`config.mk`:
```
export PLATFORM = sky130hd
export DESIGN_NAME = pixel_write_buffer
export DESIGN_NICKNAME = d
export VERILOG_FILES = /design/src/rtl/pixel_write_buffer.sv
export SDC_FILE = /design/constraint.sdc
export NUM_CORES = 1
export LEC_CHECK = 0
export CAP_MARGIN = 10
export CORE_MARGIN = 5
export CORE_UTILIZATION = 55
export DETAILED_ROUTE_END_ITERATION = 16
export MAX_ROUTING_LAYER = met4
export PLACE_DENSITY = 0.73
export SLEW_MARGIN = 30
export SYNTH_ARGS = -nofsm -noshare
export SYNTH_HDL_FRONTEND = slang
export SYNTH_SLANG_ARGS = --single-unit
```
`constraint.sdc`:
```
create_clock -name clk -period 4 [get_ports clk]
set_input_delay 1.2 -clock clk [delete_from_list [all_inputs] [get_ports clk]]
set_output_delay 1.2 -clock clk [all_outputs]
set_load 0.02 [all_outputs]
```
`src/rtl/pixel_write_buffer.sv`:
```
// ============================================================================
// Module      : pixel_write_buffer
// Description : Queues pixel writes, clips to the screen, and drives the
//               framebuffer write port. Also provides a full-screen clear.
//               Optional macro PIXEL_WRITE_STATS_EN adds clip/drop counters.
// Revision    : 1.0 - initial release
// ============================================================================
`default_nettype none

module pixel_write_buffer #(
    parameter int DEPTH    = 16,
    parameter int SCREEN_W = 320,
    parameter int SCREEN_H = 240,
    parameter int ADDR_W   = 17
) (
    input  logic                     clk,
    input  logic                     resetn,
    input  logic                     pix_valid,
    input  logic [8:0]               pix_x,
    input  logic [7:0]               pix_y,
    input  logic [11:0]              pix_color,
    output logic                     pix_ready,
    input  logic                     clear_req,
    input  logic [11:0]              clear_color,
    output logic                     clear_busy,
    output logic [ADDR_W-1:0]        mem_addr,
    output logic [11:0]              mem_data,
    output logic                     mem_we,
    output logic [$clog2(DEPTH):0]   fifo_count,
`ifdef PIXEL_WRITE_STATS_EN
    output logic                     overflow,
    output logic [15:0]              clip_count,
    output logic [15:0]              drop_count
`else
    output logic                     overflow
`endif
);

    localparam int c_PW = $clog2(DEPTH);
    localparam int c_CW = c_PW + 1;
    localparam logic [ADDR_W-1:0] c_LAST_ADDR = ADDR_W'(SCREEN_W * SCREEN_H - 1);
    localparam logic [31:0] c_W = SCREEN_W;
    localparam logic [31:0] c_H = SCREEN_H;

    typedef enum logic [1:0] {
        IDLE     = 2'd0,
        CLR_WAIT = 2'd1,
        CLR      = 2'd2
    } state_t;

    state_t state_q, state_d;

    logic [28:0]       fifo_mem [DEPTH];
    logic [c_PW-1:0]   wr_ptr_q, rd_ptr_q;
    logic [c_CW-1:0]   count_q;
    logic              push, pop;

    logic              p_valid_q;
    logic [8:0]        p_x_q;
    logic [7:0]        p_y_q;
    logic [11:0]       p_color_q;

    logic [ADDR_W-1:0] pix_addr;
    logic              in_bounds;

    logic [ADDR_W-1:0] clr_addr_q;
    logic [11:0]       clr_color_q;

    logic              mem_we_q;
    logic [ADDR_W-1:0] mem_addr_q;
    logic [11:0]       mem_data_q;
    logic              overflow_q;

    assign pix_ready  = (count_q < c_CW'(DEPTH)) && (state_q == IDLE);
    assign push       = pix_valid && pix_ready;
    assign pop        = (count_q != '0) && ((state_q == IDLE) || (state_q == CLR_WAIT));
    assign clear_busy = (state_q != IDLE);
    assign fifo_count = count_q;
    assign mem_we     = mem_we_q;
    assign mem_addr   = mem_addr_q;
    assign mem_data   = mem_data_q;
    assign overflow   = overflow_q;

    // Storage needs no reset; occupancy is tracked by the pointers and count.
    always_ff @(posedge clk) begin
        if (push) begin
            fifo_mem[wr_ptr_q] <= {pix_x, pix_y, pix_color};
        end
    end

    always_ff @(posedge clk or negedge resetn) begin
        if (!resetn) begin
            wr_ptr_q  <= '0;
            rd_ptr_q  <= '0;
            count_q   <= '0;
            p_valid_q <= 1'b0;
            p_x_q     <= '0;
            p_y_q     <= '0;
            p_color_q <= '0;
        end else begin
            if (push) wr_ptr_q <= wr_ptr_q + 1'b1;
            if (pop)  rd_ptr_q <= rd_ptr_q + 1'b1;
            case ({push, pop})
                2'b10:   count_q <= count_q + 1'b1;
                2'b01:   count_q <= count_q - 1'b1;
                default: count_q <= count_q;
            endcase
            p_valid_q <= pop;
            if (pop) begin
                {p_x_q, p_y_q, p_color_q} <= fifo_mem[rd_ptr_q];
            end
        end
    end

    generate
        if (SCREEN_W == 320) begin : g_addr_shift
            assign pix_addr = (ADDR_W'(p_y_q) << 8) + (ADDR_W'(p_y_q) << 6) + ADDR_W'(p_x_q);
        end else begin : g_addr_mul
            assign pix_addr = ADDR_W'(p_y_q) * ADDR_W'(SCREEN_W) + ADDR_W'(p_x_q);
        end
    endgenerate

    assign in_bounds = ({23'd0, p_x_q} < c_W) && ({24'd0, p_y_q} < c_H);

    always_comb begin
        state_d = state_q;
        case (state_q)
            IDLE:     if (clear_req) state_d = CLR_WAIT;
            // The last queued pixel must leave the pipeline before the clear starts.
            CLR_WAIT: if ((count_q == '0) && !p_valid_q) state_d = CLR;
            CLR:      if (clr_addr_q == c_LAST_ADDR) state_d = IDLE;
            default:  state_d = IDLE;
        endcase
    end

    always_ff @(posedge clk or negedge resetn) begin
        if (!resetn) begin
            state_q     <= IDLE;
            clr_addr_q  <= '0;
            clr_color_q <= '0;
            mem_we_q    <= 1'b0;
            mem_addr_q  <= '0;
            mem_data_q  <= '0;
            overflow_q  <= 1'b0;
        end else begin
            state_q <= state_d;
            if ((state_q == IDLE) && clear_req) begin
                clr_color_q <= clear_color;
                clr_addr_q  <= '0;
            end else if (state_q == CLR) begin
                clr_addr_q  <= clr_addr_q + 1'b1;
            end
            if (state_q == CLR) begin
                mem_we_q   <= 1'b1;
                mem_addr_q <= clr_addr_q;
                mem_data_q <= clr_color_q;
            end else begin
                mem_we_q <= p_valid_q && in_bounds;
                if (p_valid_q && in_bounds) begin
                    mem_addr_q <= pix_addr;
                    mem_data_q <= p_color_q;
                end
            end
            if (pix_valid && !pix_ready) overflow_q <= 1'b1;
        end
    end

`ifdef PIXEL_WRITE_STATS_EN
    logic [15:0] clip_cnt_q, drop_cnt_q;

    always_ff @(posedge clk or negedge resetn) begin
        if (!resetn) begin
            clip_cnt_q <= '0;
            drop_cnt_q <= '0;
        end else begin
            if (p_valid_q && !in_bounds && (clip_cnt_q != 16'hFFFF)) clip_cnt_q <= clip_cnt_q + 1'b1;
            if (pix_valid && !pix_ready && (drop_cnt_q != 16'hFFFF)) drop_cnt_q <= drop_cnt_q + 1'b1;
        end
    end

    assign clip_count = clip_cnt_q;
    assign drop_count = drop_cnt_q;
`endif

endmodule

`default_nettype wire
```
==> results <==
- The count of buffers added on input and output ports is 82.
- Routability-driven placement finished with a final weighted congestion of about 0.88.
- The path category of the worst min-delay check is flop to flop.
- The adder and majority cell fraction of the synthesized area is 1.63%.
- The global-route wire length before repair is slightly below 80000 µm.
- Global routing consumed, over all layers together, between 20% and 30% of the routing resources.
- In the routed layout, each cell is associated on average with a via count of 6.18.
- In this run the critical register-to-register path is captured at fifo_count[4].
- The number of nets in the layout is ~1400.
- Among all flip-flop cells after synthesis, the most frequent one is sky130_fd_sc_hd__edfxtp_1.
- The CTS tree is done.
- STA classifies the critical path startpoint as a flop.
- The tightest slew margin relative to the limit is between 40% and 50%.
- The via count of the first global-routing pass is between 10000 and 15000.
- The peak fanout along the critical path is 6.
- Dividing the synthesized area by the synthesized cell count gives around 18 µm².
- After routing the design area is 26500 µm².
- The worst vdd rail ir drop is ~0.42 mV.
- The half-perimeter wire length after placement is 30800 µm.
- The leakage power is 0.00917 µW.
- The largest clock skew in the final design is 0.0207 ns.
- In the layout the commonest cells are sky130_fd_sc_hd__edfxtp_1, sky130_fd_sc_hd__dfrtp_1, sky130_fd_sc_hd__mux4_2.
- The hold violation count in the final report is 0.
- The combined buffer and inverter count along the critical path is 2.
- Dividing the detail-routed wire length by the instance count gives around 26 µm.
- Across the run, the number of max-cap violations was 0.
- STA classifies the critical path endpoint as an output port.
- The post-cts sizing count is 0.
- The final routed wirelength across all metal layers is 49800 µm.
- In this run, flip-flops and latches consume 41.5% of the power.
- The net count of the mapped netlist is 1316.
- Setup violations remaining at the end of the flow were counted as 0.
- The share of the Yosys chip area taken by registers is 72.4%.
- The post-synthesis instance total is 1243.
- For this run, the detailed router's first-pass iteration total came to 5.
- The most common cell after layout, fill and taps aside is sky130_fd_sc_hd__edfxtp_1.
- The final-layout setup total negative slack is 0 ns.
- The remaining antenna violation count is 0.
- The power consumption is 18800 µW.
- The mapped netlist covers 22900 µm².
- The Yosys step of the flow raised 0 warnings.
- The later pin in the worst-skew pair is clocked with a latency of 0.60 ns.
- For the worst setup path, the data required time is approximately 2.8 ns.
- The clock sink count is 569.
- The synthesized netlist devotes 4.36% of its cell area to compound gates.
- The slowest stage cell on the critical path is sky130_fd_sc_hd__clkdlybuf4s50_1.
- The clock root buffer is sky130_fd_sc_hd__clkbuf_16.
- The number of antenna violations at the first check in global routing is 1.
- The path with the worst hold slack has its endpoint at overflow.
- The flow ran to the end, and the final reports show no timing, DRC or antenna violations.
- The arrival time of data at the critical path endpoint is 2.18 ns.
- The simple-gate share of the synthesized area is 4.57%.
- Among the stages of the critical path, the cell type that occurs most often is sky130_fd_sc_hd__nor2_1.
- The number of H-tree levels is 2.
- The number of buffers created by CTS is 54.
- Walking the worst path, the cells encountered are nor2_1 -> inv_1 -> nor2_1 -> clkdlybuf4s50_1.
- In this run the count of I/O pins placed on the die edge is 83.
- Setup repair after global routing left no endpoint under its margin.
- Counting instances, the worst hold path has a depth of 1.
- The ratio of cells with drive above 1 in the final layout is 20.3%.
- In this design, the largest share of critical-path delay is due to buffers and inverters.
- The synthesized design contains 569 register bits.
- Relative to the synthesized area, the layout overhead comes to 15.8%.
- No sink is reached through more buffers than the 3 on the longest clock path.
- The total setup buffers inserted after CTS is 0.
- Yosys mapped the design onto 51 distinct sky130hd cell types.
- The detailed-route via count is 12000.
- The synthesized-area fraction occupied by xor and xnor cells is less than 1%.
- The worst register-to-register path begins at state_q[1].
- Net switching is a little under a third of the power.
- In this run, synthesis inferred 464 flip-flops with an integrated enable.
- The placeable core region is 41000 µm².
- The initial cell density of the core is between 50% and 60%.
- The path depth of the worst reg2reg path is 11.
- The switching power is a little under 6000 µW.
- In this run the core area contains 74 standard-cell rows.
- The internal power of the cells is 13000 µW.
- After clock tree synthesis, the clock-pin slew on the worst setup and hold paths is about 0.06 ns.
- The pin count of the biggest net entering global routing is 65.
- The chip width is 214 µm.
- The total overflow left after global routing is 0.
- Per report_power, the clock group accounts for 28.2% of the total.
- The pin slew with the least headroom to its limit is approximately 0.9 ns.
- The post-cts hold buffer count is 0.
- The post-route fraction of the period consumed by the critical path is 84.6%.
- The maximum single-stage delay on the critical path is just over 0.6 ns.
- After detailed placement, the total cell area comes to between 20000 and 25000 µm².
- Counting flops with an async set or reset pin after synthesis yields a share of 18.5%.
- Measured against the total synthesized area, the mux share comes to 14.5%.
- The top achievable clock speed is 296 MHz.
- The post-route minimum period is ~3.4 ns.
- The power per cell area is ~700 nW/µm².
- The main combinational cell family by area after synthesis is multiplexers.
- The setup check on the worst reg-to-reg path leaves a slack of 1.09 ns.
- The critical path class is flop to output port.
- The final count of pins violating max slew is 0.
- The post-route DRC violation count is 0.
- The die covers 45800 µm².
- The startpoint identified for the worst hold timing path is overflow.
- The initial DRC count is 1311.
- In this run the vertical extent of the chip is between 200 and 250 µm.
- In this run, the combinational gates consume 30.4% of the power.
[per-layer routing]
metal | global-route usage [%] | part of all wire, % | wire length, µm
met4 | 5.67 | 2.0 | 1010
met2 | 36.2 | 50 | 25000
met3 | 4.01 | 6.4 | 3190
met1 | 30.5 | 41 | 20500
met5 | - | 0 | 0
[through the flow]
| step | setup WS, ns | hold slack, ns | util [%] | std cells |
|---|---|---|---|---|
| 2_1_floorplan | -0.936 | 0.459 | - | 1243 |
| 3_3_place_gp | 0.181 | 0.460 | 60.0 | 1836 |
| 3_5_place_dp | 0.161 | 0.462 | 60.0 | 1837 |
| 4_1_cts | 0.600 | 0.478 | 64.6 | 1939 |
| 5_1_grt | 0.465 | 0.498 | 64.6 | 1940 |
| 6_report | 0.617 | 0.474 | 64.6 | 1940 |
[cell type report]
| class | instances | area, µm² |
|---|---|---|
| Fill cell | 2750 | 14500 |
| Tap cell | 532 | 666 |
| Sequential cell | 569 | 16600 |
| Antenna cell | 1 | 2.50 |
| Clock inverter | 24 | 313 |
| Multi-Input combinational cell | 585 | 5970 |
| Timing Repair Buffer | 130 | 1330 |
| Inverter | 21 | 78.8 |
| Clock buffer | 78 | 1560 |
[sequential cells by signal, summed over array words and instances, names as in the netlist, 8 cells and up]
name	flops
fifo_mem	464
clr_addr_q	17
mem_addr	17
clr_color_q	12
mem_data	12
p_color_q	12
p_x_q	9
p_y_q	8
[cell usage after synthesis, drive strengths merged, types with 2 or more instances]
cell type / instances / area share [%]
edfxtp: 464 / 61
mux4: 116 / 12
dfrtp: 105 / 11
nand2: 79 / 1.3
buf: 45 / 1.3
a21oi: 44 / 0.96
mux2: 42 / 2.1
nor2: 36 / 0.59
nor2b: 32 / 0.88
o22ai: 31 / 0.90
a211oi: 29 / 0.95
ha: 25 / 1.4
a31oi: 24 / 0.66
clkbuf: 23 / 0.38
inv: 21 / 0.34
nand3: 19 / 0.42
o21ai: 17 / 0.37
mux2i: 12 / 0.53
and3: 11 / 0.30
nor3: 11 / 0.29
xnor2: 10 / 0.38
nand4: 8 / 0.22
a21o: 5 / 0.16
and2: 5 / 0.14
nor4: 5 / 0.14
fa: 3 / 0.26
xor2: 3 / 0.11
a211o: 2 / 0.077
o21bai: 2 / 0.066
[worst max-delay path by stage]
stage,end,slack (ns),depth (start not counted),startpoint
4_1_cts,pix_ready,0.60,4,state_q[1]
6_report,pix_ready,0.62,4,state_q[1]
3_3_place_gp,fifo_count[4],0.18,11,pix_valid
5_1_grt,pix_ready,0.46,4,state_q[1]
2_1_floorplan,fifo_mem[3][0],-0.94,4,pix_valid
3_5_place_dp,fifo_count[4],0.16,11,pix_valid
[power groups by stage]
stage,Sequential (µW),Combinational (µW),Clock [µW]
after floorplan,7560,4210,0
after global placement,7950,5520,0
after detailed placement,7920,5720,0
after CTS,7800,5770,5390
after global routing,7900,6240,5660
final,7810,5720,5310
[kinds of logic (layout without fill, tap and decap cells)]
group | count (synthesis) | after routing
fa+ha+maj | 28 | 28
buf+inv | 89 | 253
flops | 569 | 569
compound gates | 160 | 160
simple gates | 214 | 214
xor+xnor | 13 | 13
mux | 170 | 170
other cells | 0 | 1
Note: power is estimated with default switching activity, not from simulation.
